**config.mk**
```make
export PLATFORM = sky130hd
export DESIGN_NAME = axi4l_regbank
export DESIGN_NICKNAME = d
export VERILOG_FILES = /design/src/rtl/axi4l_pkg.sv /design/src/rtl/axi4l_wr_ctrl.sv /design/src/rtl/axi4l_regbank.sv
export SDC_FILE = /design/constraint.sdc
export NUM_CORES = 2
export LEC_CHECK = 0
export BUFFER_PORTS_ARGS = -buffer_cell sky130_fd_sc_hd__buf_2
export CAP_MARGIN = 20
export CORE_AREA = 2 2 456 458
export CTS_BUF_LIST = sky130_fd_sc_hd__clkbuf_4
export CTS_CLUSTER_DIAMETER = 60
export DETAILED_ROUTE_END_ITERATION = 6
export DIE_AREA = 0 0 458 460
export GPL_TIMING_DRIVEN = 0
export PLACE_DENSITY_LB_ADDON = 0.12
export SYNTH_ARGS = -nofsm -noshare
export SYNTH_HDL_FRONTEND = slang
export SYNTH_HIERARCHICAL = 1
export SYNTH_SLANG_ARGS = --single-unit
```
**constraint.sdc**
```tcl
create_clock -name clk -period 3.55 [get_ports clk]
set_input_delay 0.71 -clock clk [delete_from_list [all_inputs] [get_ports clk]]
set_output_delay 0.71 -clock clk [all_outputs]
set_load 0.03 [all_outputs]
```
**src/rtl/axi4l_pkg.sv**
```systemverilog
// Shared AXI4-Lite types: response codes, register-bank FSM states and the
// address decode helper used by both the write controller and the read path.
package axi4l_pkg;

    typedef enum logic [1:0] {
        OKAY   = 2'b00,
        EXOKAY = 2'b01,
        SLVERR = 2'b10,
        DECERR = 2'b11
    } axi4l_resp_t;

    typedef enum logic {
        W_IDLE,
        W_RESP
    } axi4l_wr_state_t;

    typedef enum logic {
        R_IDLE,
        R_DATA
    } axi4l_rd_state_t;

    // Upper bound on register count; read-only masks are widened to this size
    // so one decode function serves every bank configuration.
    localparam int unsigned AXI4L_MAX_REGS = 4096;

    typedef struct packed {
        logic [31:0] idx;
        axi4l_resp_t resp;
    } axi4l_dec_t;

    // Classify a word index: out of range -> DECERR, write to a read-only
    // slot -> SLVERR, anything else -> OKAY.
    function automatic axi4l_dec_t axi4l_decode(
        input logic [31:0]               idx,
        input int unsigned               num_regs,
        input logic [AXI4L_MAX_REGS-1:0] ro_mask,
        input logic                      is_wr
    );
        axi4l_dec_t d;
        d.idx  = idx;
        d.resp = OKAY;
        if (idx >= num_regs)
            d.resp = DECERR;
        else if (is_wr && ro_mask[idx[11:0]])
            d.resp = SLVERR;
        return d;
    endfunction

endpackage

```
**src/rtl/axi4l_wr_ctrl.sv**
```systemverilog
// AXI4-Lite write channel controller: captures AW and W independently, raises
// a commit strobe on the edge where both are available, and drives the B
// channel until the master accepts the response.
module axi4l_wr_ctrl
    import axi4l_pkg::*;
#(
    parameter int unsigned          DATA_WIDTH = 32,
    parameter int unsigned          ADDR_WIDTH = 12,
    parameter int unsigned          NUM_REGS   = 16,
    parameter logic [NUM_REGS-1:0]  RO_MASK    = '0
) (
    input  logic                    clk,
    input  logic                    rst_n,
    input  logic [ADDR_WIDTH-1:0]   i_awaddr,
    input  logic                    i_awvalid,
    output logic                    o_awready,
    input  logic [DATA_WIDTH-1:0]   i_wdata,
    input  logic [DATA_WIDTH/8-1:0] i_wstrb,
    input  logic                    i_wvalid,
    output logic                    o_wready,
    output logic [1:0]              o_bresp,
    output logic                    o_bvalid,
    input  logic                    i_bready,
    output logic                    o_commit,
    output logic [31:0]             o_idx,
    output logic [1:0]              o_resp,
    output logic [DATA_WIDTH-1:0]   o_wdata,
    output logic [DATA_WIDTH/8-1:0] o_wstrb
);

    localparam int unsigned LSB = $clog2(DATA_WIDTH/8);
    localparam logic [AXI4L_MAX_REGS-1:0] RO_EXT = AXI4L_MAX_REGS'(RO_MASK);

    axi4l_wr_state_t           r_state, w_next;
    logic                      r_aw_held, r_w_held;
    logic [ADDR_WIDTH-1:0]     r_awaddr;
    logic [DATA_WIDTH-1:0]     r_wdata;
    logic [DATA_WIDTH/8-1:0]   r_wstrb;
    axi4l_resp_t               r_bresp;

    logic                      w_commit, w_aw_hs, w_w_hs;
    logic [ADDR_WIDTH-1:0]     w_awaddr;
    logic [DATA_WIDTH-1:0]     w_wdata;
    logic [DATA_WIDTH/8-1:0]   w_wstrb;
    axi4l_dec_t                w_dec;
    logic                      w_unused_lsb;

    // A captured beat takes precedence over the live bus for the commit.
    assign w_awaddr = r_aw_held ? r_awaddr : i_awaddr;
    assign w_wdata  = r_w_held  ? r_wdata  : i_wdata;
    assign w_wstrb  = r_w_held  ? r_wstrb  : i_wstrb;
    assign w_dec    = axi4l_decode(32'(w_awaddr[ADDR_WIDTH-1:LSB]), NUM_REGS, RO_EXT, 1'b1);
    assign w_aw_hs  = i_awvalid && o_awready;
    assign w_w_hs   = i_wvalid && o_wready;
    assign w_unused_lsb = ^w_awaddr[LSB-1:0];

    // Write FSM state register.
    always_ff @(posedge clk) begin
        if (!rst_n) r_state <= W_IDLE;
        else        r_state <= w_next;
    end

    // Next state, ready/valid and commit decision; a channel that is not yet
    // held is ready, so its valid alone means it handshakes this edge.
    always_comb begin
        w_next    = r_state;
        o_awready = 1'b0;
        o_wready  = 1'b0;
        o_bvalid  = 1'b0;
        w_commit  = 1'b0;
        case (r_state)
            W_IDLE: begin
                o_awready = rst_n && !r_aw_held;
                o_wready  = rst_n && !r_w_held;
                if (rst_n && (r_aw_held || i_awvalid) && (r_w_held || i_wvalid)) begin
                    w_commit = 1'b1;
                    w_next   = W_RESP;
                end
            end
            W_RESP: begin
                o_bvalid = 1'b1;
                if (i_bready) w_next = W_IDLE;
            end
            default: w_next = W_IDLE;
        endcase
    end

    // Hold an early AW or W beat until its partner arrives.
    always_ff @(posedge clk) begin
        if (!rst_n) begin
            r_aw_held <= 1'b0;
            r_w_held  <= 1'b0;
            r_awaddr  <= '0;
            r_wdata   <= '0;
            r_wstrb   <= '0;
        end else if (w_commit) begin
            r_aw_held <= 1'b0;
            r_w_held  <= 1'b0;
        end else begin
            if (w_aw_hs) begin
                r_aw_held <= 1'b1;
                r_awaddr  <= i_awaddr;
            end
            if (w_w_hs) begin
                r_w_held <= 1'b1;
                r_wdata  <= i_wdata;
                r_wstrb  <= i_wstrb;
            end
        end
    end

    // Latch the response code alongside the commit for the B channel.
    always_ff @(posedge clk) begin
        if (!rst_n)        r_bresp <= OKAY;
        else if (w_commit) r_bresp <= w_dec.resp;
    end

    assign o_bresp  = r_bresp;
    assign o_commit = w_commit;
    assign o_idx    = w_dec.idx;
    assign o_resp   = w_dec.resp;
    assign o_wdata  = w_wdata;
    assign o_wstrb  = w_wstrb;

endmodule

```
**src/rtl/axi4l_regbank.sv**
```systemverilog
// AXI4-Lite slave register bank. Holds the register array and read path; the
// write handshake lives in axi4l_wr_ctrl. Read-only slots mirror reg_in.
// Optional feature: define AXI4L_REGBANK_WSTRB_EN to honour byte strobes;
// without it every write replaces the full word.
module axi4l_regbank
    import axi4l_pkg::*;
#(
    parameter int unsigned                        DATA_WIDTH = 32,
    parameter int unsigned                        ADDR_WIDTH = 12,
    parameter int unsigned                        NUM_REGS   = 16,
    parameter logic [NUM_REGS-1:0]                RO_MASK    = '0,
    parameter logic [NUM_REGS*DATA_WIDTH-1:0]     RST_VAL    = '0
) (
    input  logic                           clk,
    input  logic                           rst_n,
    input  logic [ADDR_WIDTH-1:0]          s_awaddr,
    input  logic                           s_awvalid,
    output logic                           s_awready,
    input  logic [DATA_WIDTH-1:0]          s_wdata,
    input  logic [DATA_WIDTH/8-1:0]        s_wstrb,
    input  logic                           s_wvalid,
    output logic                           s_wready,
    output logic [1:0]                     s_bresp,
    output logic                           s_bvalid,
    input  logic                           s_bready,
    input  logic [ADDR_WIDTH-1:0]          s_araddr,
    input  logic                           s_arvalid,
    output logic                           s_arready,
    output logic [DATA_WIDTH-1:0]          s_rdata,
    output logic [1:0]                     s_rresp,
    output logic                           s_rvalid,
    input  logic                           s_rready,
    output logic [NUM_REGS*DATA_WIDTH-1:0] reg_out,
    input  logic [NUM_REGS*DATA_WIDTH-1:0] reg_in,
    output logic [NUM_REGS-1:0]            wr_pulse,
    output logic [NUM_REGS-1:0]            rd_pulse
);

    localparam int unsigned STRB_W = DATA_WIDTH/8;
    localparam int unsigned LSB    = $clog2(STRB_W);

    logic [NUM_REGS-1:0][DATA_WIDTH-1:0] r_regs;
    logic [NUM_REGS-1:0][DATA_WIDTH-1:0] w_view;
    logic [NUM_REGS-1:0]                 r_wr_pulse, r_rd_pulse;
    logic [DATA_WIDTH-1:0]               r_rdata;
    axi4l_resp_t                         r_rresp;
    axi4l_rd_state_t                     r_rstate, w_rnext;

    logic                                w_commit;
    logic [31:0]                         w_widx;
    logic [1:0]                          w_wresp;
    logic [DATA_WIDTH-1:0]               w_wdata;
    logic [STRB_W-1:0]                   w_wstrb, w_bmask;
    logic                                w_wr_ok;
    axi4l_dec_t                          w_rdec;
    logic [DATA_WIDTH-1:0]               w_rsel;
    logic                                w_ar_hs;
    logic                                w_unused;

    axi4l_wr_ctrl #(
        .DATA_WIDTH (DATA_WIDTH),
        .ADDR_WIDTH (ADDR_WIDTH),
        .NUM_REGS   (NUM_REGS),
        .RO_MASK    (RO_MASK)
    ) u_wr_ctrl (
        .clk       (clk),
        .rst_n     (rst_n),
        .i_awaddr  (s_awaddr),
        .i_awvalid (s_awvalid),
        .o_awready (s_awready),
        .i_wdata   (s_wdata),
        .i_wstrb   (s_wstrb),
        .i_wvalid  (s_wvalid),
        .o_wready  (s_wready),
        .o_bresp   (s_bresp),
        .o_bvalid  (s_bvalid),
        .i_bready  (s_bready),
        .o_commit  (w_commit),
        .o_idx     (w_widx),
        .o_resp    (w_wresp),
        .o_wdata   (w_wdata),
        .o_wstrb   (w_wstrb)
    );

`ifdef AXI4L_REGBANK_WSTRB_EN
    assign w_bmask = w_wstrb;
`else
    assign w_bmask = '1;
`endif

    assign w_wr_ok  = w_commit && (w_wresp == OKAY);
    assign w_unused = ^{s_araddr[LSB-1:0], reg_in, r_regs, w_wstrb};

    // Register array: reset image, then byte-masked updates on a clean commit.
    always_ff @(posedge clk) begin
        if (!rst_n) begin
            r_regs <= RST_VAL;
        end else if (w_wr_ok) begin
            for (int i = 0; i < NUM_REGS; i++)
                for (int b = 0; b < STRB_W; b++)
                    if (w_widx == 32'(i) && w_bmask[b])
                        r_regs[i][b*8 +: 8] <= w_wdata[b*8 +: 8];
        end
    end

    // Visible register image: read-only slots come straight from reg_in.
    for (genvar i = 0; i < NUM_REGS; i++) begin : g_view
        if (RO_MASK[i]) begin : g_ro
            assign w_view[i] = reg_in[i*DATA_WIDTH +: DATA_WIDTH];
        end else begin : g_rw
            assign w_view[i] = r_regs[i];
        end
    end
    assign reg_out = w_view;

    assign w_rdec  = axi4l_decode(32'(s_araddr[ADDR_WIDTH-1:LSB]), NUM_REGS, '0, 1'b0);
    assign w_ar_hs = s_arvalid && s_arready;

    // Read mux over the pre-edge image so a same-cycle write is not visible.
    always_comb begin
        w_rsel = '0;
        for (int i = 0; i < NUM_REGS; i++)
            if (w_rdec.idx == 32'(i)) w_rsel = w_view[i];
    end

    // Read FSM state register.
    always_ff @(posedge clk) begin
        if (!rst_n) r_rstate <= R_IDLE;
        else        r_rstate <= w_rnext;
    end

    // Read FSM next state and AR/R handshake signals.
    always_comb begin
        w_rnext   = r_rstate;
        s_arready = 1'b0;
        s_rvalid  = 1'b0;
        case (r_rstate)
            R_IDLE: begin
                s_arready = rst_n;
                if (rst_n && s_arvalid) w_rnext = R_DATA;
            end
            R_DATA: begin
                s_rvalid = 1'b1;
                if (s_rready) w_rnext = R_IDLE;
            end
            default: w_rnext = R_IDLE;
        endcase
    end

    // Read payload captured at accept and held until the master takes it.
    always_ff @(posedge clk) begin
        if (!rst_n) begin
            r_rdata <= '0;
            r_rresp <= OKAY;
        end else if (w_ar_hs) begin
            r_rdata <= (w_rdec.resp == DECERR) ? '0 : w_rsel;
            r_rresp <= w_rdec.resp;
        end
    end

    // One-cycle strobes for a clean write commit and an in-range read accept.
    always_ff @(posedge clk) begin
        if (!rst_n) begin
            r_wr_pulse <= '0;
            r_rd_pulse <= '0;
        end else begin
            for (int i = 0; i < NUM_REGS; i++) begin
                r_wr_pulse[i] <= w_wr_ok && (w_widx == 32'(i));
                r_rd_pulse[i] <= w_ar_hs && (w_rdec.resp == OKAY) && (w_rdec.idx == 32'(i));
            end
        end
    end

    assign s_rdata  = r_rdata;
    assign s_rresp  = r_rresp;
    assign wr_pulse = r_wr_pulse;
    assign rd_pulse = r_rd_pulse;

endmodule

```
# Word-level counts from Yosys, hierarchy flattened

Memories as Yosys holds them, arrays and structs flattened.
Cells that the tools add are included.

Magnitude comparators: 3
Bitwise logic cells: 4
Muxes and demuxes: 35
Reduce and logical (&&, ||, !) cells: 69
Equality and inequality tests: 31

Operators by type and width:

| operator                                                                | number |
|---|---|
| 32-bit two-way mux                                                      | 18 |
| 10-bit by 4-bit == test with 1-bit output (second input constant)       | 16 |
| 10-bit by 3-bit == test with 1-bit output (second input constant)       | 8 |
| 32-bit zero test                                                        | 2 |
| 1-bit logical AND                                                       | 42 |
| 10-bit by 2-bit == test with 1-bit output (second input constant)       | 4 |
| 2-bit AND reduction                                                     | 18 |
| 10-bit by 1-bit == test with 1-bit output (second input constant)       | 2 |
| 10-bit by 5-bit >= comparator with 1-bit output (second input constant) | 2 |
| 10-bit by 13-bit < comparator with 1-bit output (second input constant) | 1 |
| 12-bit two-way mux                                                      | 1 |
| 1-bit two-way mux                                                       | 11 |
| 2-bit two-way mux                                                       | 3 |
| 2-bit zero test                                                         | 2 |
| 1-bit inverter                                                          | 4 |
| 1-bit case mux with 2 select lines                                      | 2 |
| 2-bit == test (second input constant)                                   | 1 |
| 1-bit zero test                                                         | 2 |
| 1-bit logical OR                                                        | 2 |
| 2-bit OR reduction                                                      | 1 |

ROM bits: 1024
Register bits after elaboration: 628
Memories: 1
Output and inout bits: 585
Word-level logic and storage cells: 170

Memory list:

| memory          | depth | bits a word | read ports | clocked after memory_dff | wr ports | RTL line        | source |
|---|---|---|---|---|---|---|---|
| (no name shown) | 1024  | 1           | 1          | 0                        | 0        | axi4l_pkg.sv:44 | `else if (is_wr && ro_mask[idx[11:0]])` |

# Depth between registers and ports, before layout

Depth in word-level cells: 18
Mapped depth: 13

# Cells and area by module

Netlist, hierarchy kept.

Modules (own cells, without submodules):

| module        | instances | seq. area each (um^2) | cells each | area an instance (um^2) |
|---|---|---|---|---|
| axi4l_regbank | 1         | 11571.1               | 2742       | 26565.5 |
| axi4l_wr_ctrl | 1         | 1001.0                | 317        | 2907.8 |

# Least setup slack after synthesis

No wires, ideal clock.

Kind: in2reg
Start point: input s_awaddr[8]
End point: register r_regs (netlist bit reg_out[7])
Data required time: 3.434 ns
Arrival: 3.502 ns
Slack: -0.069 ns
Cell stages on the path: 12
Cell sequence: or4_1 > o22ai_1 > nand2_1 > buf_4 > nor4b_2 > nand4_2 > or4_1 > buf_4 > nor3_4 > buf_6 > mux2i_1 > nor2b_1

Elaborated cells on any way between the ends: 10

RTL lines:

| element                                         | RTL line             | source |
|---|---|---|
| start, declared                                 | axi4l_regbank.sv:16  | `input logic [ADDR_WIDTH-1:0] s_awaddr,` |
| 12-bit two-way mux                              | axi4l_wr_ctrl.sv:49  | `assign w_awaddr = r_aw_held ? r_awaddr : i_awaddr;` |
| 10-bit by 5-bit >= comparator with 1-bit output | axi4l_pkg.sv:42      | `if (idx >= num_regs)` |
| 2-bit two-way mux                               | axi4l_pkg.sv:42      |  |
| net w_wresp[0]                                  | axi4l_regbank.sv:51  | `logic [1:0] w_wresp;` |
| 2-bit zero test                                 | axi4l_regbank.sv:91  | `assign w_wr_ok = w_commit && (w_wresp == OKAY);` |
| 1-bit logical AND                               | axi4l_regbank.sv:91  |  |
| 2-bit AND reduction (no source line)            | -                    |  |
| end signal, assigned by index                   | axi4l_regbank.sv:102 | `r_regs[i][b*8 +: 8] <= w_wdata[b*8 +: 8];` |
| end, declared                                   | axi4l_regbank.sv:42  | `logic [NUM_REGS-1:0][DATA_WIDTH-1:0] r_regs;` |

The timed path passes the listed nets, and every way through them passes these cells. The select of a mux whose other input is x is not followed.
A chain may end at the register's enable or synchronous reset.

# Worst setup path in the final report

Start point: input s_araddr[2]
End point: register r_rdata[25], in the netlist s_rdata[25]

Word-level cells in the longest chain between the ends: 18
Elaborated cells on any way between the ends: 36

Ends and longest elaborated chain:

| element                          | RTL line             | source |
|---|---|---|
| start, declared                  | axi4l_regbank.sv:26  | `input logic [ADDR_WIDTH-1:0] s_araddr,` |
| 32-bit zero test                 | axi4l_regbank.sv:123 | `if (w_rdec.idx == 32'(i)) w_rsel = w_view[i];` |
| 32-bit two-way mux (16 in a row) | axi4l_regbank.sv:123 |  |
| 32-bit two-way mux *             | axi4l_regbank.sv:156 | `r_rdata <= (w_rdec.resp == DECERR) ? '0 : w_rsel;` |
| end signal, assigned             | axi4l_regbank.sv:156 |  |
| end, declared                    | axi4l_regbank.sv:45  | `logic [DATA_WIDTH-1:0] r_rdata;` |

Every way passes the cells marked *; elsewhere a longest branch is shown, timed or not.

==> results.cfg <==
[hold_path]
hp-class = in -> reg
worstHoldPathCells = 3

[sta]
tightest_slew_ns = 1.26
timing.fmax_mhz = 269
relSlewSlack = 0.163
finalHoldViolCount = 0
skew_ns = 0.101
worst_slack_ns = -0.168
fin_crit_sh = 1.05
slew_viol_final = 0
setup_tns_ns = -0.453
min_period_ns = 3.72
rsz0062_at_grt = true
setup_viol = 7

[outcome]
violations = negative setup slack
status = complete, but fails checks

[placed_design]
hpwl_microns = 212000
place_congestion = 0.939
dpl.cell_count = 6436
portBuffers = 643
placed_area_sq_um = 36400
pre_cts_slack_ns = -2.21

[synth]
yosysWarnings = 6
synth_area_per_cell_sq_um = 9.63
syn_area_sq_um = 29300
synthCells = 3039

[global_route]
overflow = 0
grt_max_degree = 19
antenna_found_initial = 48
grt_pass1_wl_microns = 323000
grt_usage = 0.236
grt_pass1_vias = 28209

[worst_setup_path]
crit_path_frequent_cell = buf_2
end_kind = flip-flop
worstPathRequired_ns = 4.72
slowest_stage = buf_1
cp.depth = 9
path_delay_family = buffers and inverters
critPathMaxFanout = 10
cp_num_buf_inv = 5
slowest_delay_ns = 0.62
critPathKind = in -> reg
reg2reg_depth = 4
startpoint_type = input port
worstPathCellList = buf_2 > clkbuf_4 > buf_1 > buf_8 > buf_2 > o21ai_0 > a32oi_1 > o221ai_1 > a221o_1
worstPathArrival_ns = 4.89

[floorplan]
die_h_microns = 460
rows = 167
core_sq_um = 206000
die_w_microns = 458
initial_core_util = 0.142
ios = 1164
dieArea_sq_um = 211000

[layout]
finish.instance_area_sq_um = 40700
area_growth_pct = 39.0
final_util = 0.197
finalNonFillerCells = 6901
nets = 4618
drive_above_1_share = 0.303

[power_and_ir_drop]
power_leakage_nw = 15.2
powerDensity_nw_per_um2 = 413
ir_drop_mv = 0.319

[clock_network]
clock-sinks = 624
cts-buffers-inserted = 205
cts_tree = done
clk_latency_ns = 1.33
htree_levels = 4
path_clk_slew_ns = 0.06
cts.path.max_buffers = 3
cts-root-buf = clkbuf_4

[route]
firstDrtPassIters = 7
drt_iter0_drc = 3731
wl_per_cell_microns = 37.6
final_antenna_net_count = 0
drc_errors = 0
num_vias = 30458
viasPerCell = 4.41
routed_wl_microns = 259000

[flow_run]
drv_cap = 0
-- area by class of cell --
cell class | count | area (sq um)
flip-flops and latches | 624 | 12500
multi-input cells | 2124 | 15500
repair buffers | 775 | 4760
inverters | 15 | 56.3
clock inverters | 43 | 258
well taps | 2704 | 3380
fillers | 23208 | 165000
clock buffers | 303 | 2270
diodes | 19 | 47.5
plain buffers | 294 | 1890
-- metal layers --
layer / share of wire / track usage
met4: 0.038 / 0.0870
met5: 0.00017 / 0
met3: 0.12 / 0.0952
met1: 0.46 / 0.331
met2: 0.38 / 0.318
-- flip-flops by register name, indices dropped and copies added, names as in the netlist --
signal / cells
u_wr_ctrl/r_awaddr: 10
reg_out: 512
u_wr_ctrl/o_bresp: 1
rd_pulse: 16
u_wr_ctrl/r_w_held: 1
r_rstate: 1
u_wr_ctrl/r_wdata: 32
u_wr_ctrl/r_aw_held: 1
wr_pulse: 16
u_wr_ctrl/r_state: 1
s_rdata: 32
s_rresp: 1
-- cells in the final DEF (no fill, tap or decap), types with 10 or more instances in the layout --
cell           instances
diode_2               19
mux2i_1              549
nand2_1              175
o221ai_1              18
buf_8                 39
buf_4                 62
o22ai_1               20
buf_2                664
clkbuf_1             169
o21ai_0              108
inv_1                 13
nand3_1               66
clkinv_1              29
o21ai_1               39
buf_6                 26
dlygate4sd3_1         59
a22o_1                10
buf_12                25
a22oi_1               31
a21boi_1              38
mux2_2                57
mux4_2                17
nor3_1                23
nor2b_1              509
a221oi_1              10
conb_1                22
a21oi_1               94
clkbuf_4             308
o211ai_1              18
a21boi_0              22
nor4_1                10
dfxtp_1              623
nand2b_1              16
a31oi_1               12
and2_1                19
nor2_1                92
-- power breakdown --
group | total [mW] | switching [mW] | internal, mW
sequential | 7.04 | 0.0205 | 7.02
clock | 7.89 | 3.98 | 3.90
combinational | 1.86 | 1.36 | 0.496
-- repair_timing --
| item | in CTS | in global routing |
|---|---|---|
| endpoints found under the hold margin | 88 | 0 |
| buffers inserted | 23 | 13 |
| endpoints found under the setup margin | 545 | 349 |
| gates resized for setup | 115 | 49 |
| pin swaps | 12 | 7 |
| hold buffers | 59 | 0 |
| gates cloned | 2 | 6 |
-- path summary, 6_finish.rpt --
path / to / slack (ns) / startpoint
hold reg to reg: u_wr_ctrl/r_wdata[26]$_SDFFE_PN0P_ / 0.48 / u_wr_ctrl/r_wdata[26]$_SDFFE_PN0P_
hold / removal: u_wr_ctrl/r_wdata[0]$_SDFFE_PN0P_ / 0.15 / rst_n
setup reg to reg: rd_pulse[10]$_SDFF_PN0_ / 0 / r_rstate$_SDFF_PN0_
setup / recovery: s_rdata[25]$_SDFFE_PN0P_ / -0.17 / s_araddr[2]
-- stage by stage --
step                hold slack (ns)  total power [mW]
floorplan                     0.454              7.96
global route                  0.121              17.4
detailed placement            0.457              8.92
finish                        0.149              16.8
CTS                          0.0457              16.9
global placement              0.446              8.88
-- worst reg2reg max path: cells and delay by family, from the launching register on --
kind	cells	cell delay, ns
buffers and inverters	1	0.63
flip-flops	1	0.49
AND/OR/NAND/NOR	3	2.30
(Power assumes the default switching activity.)
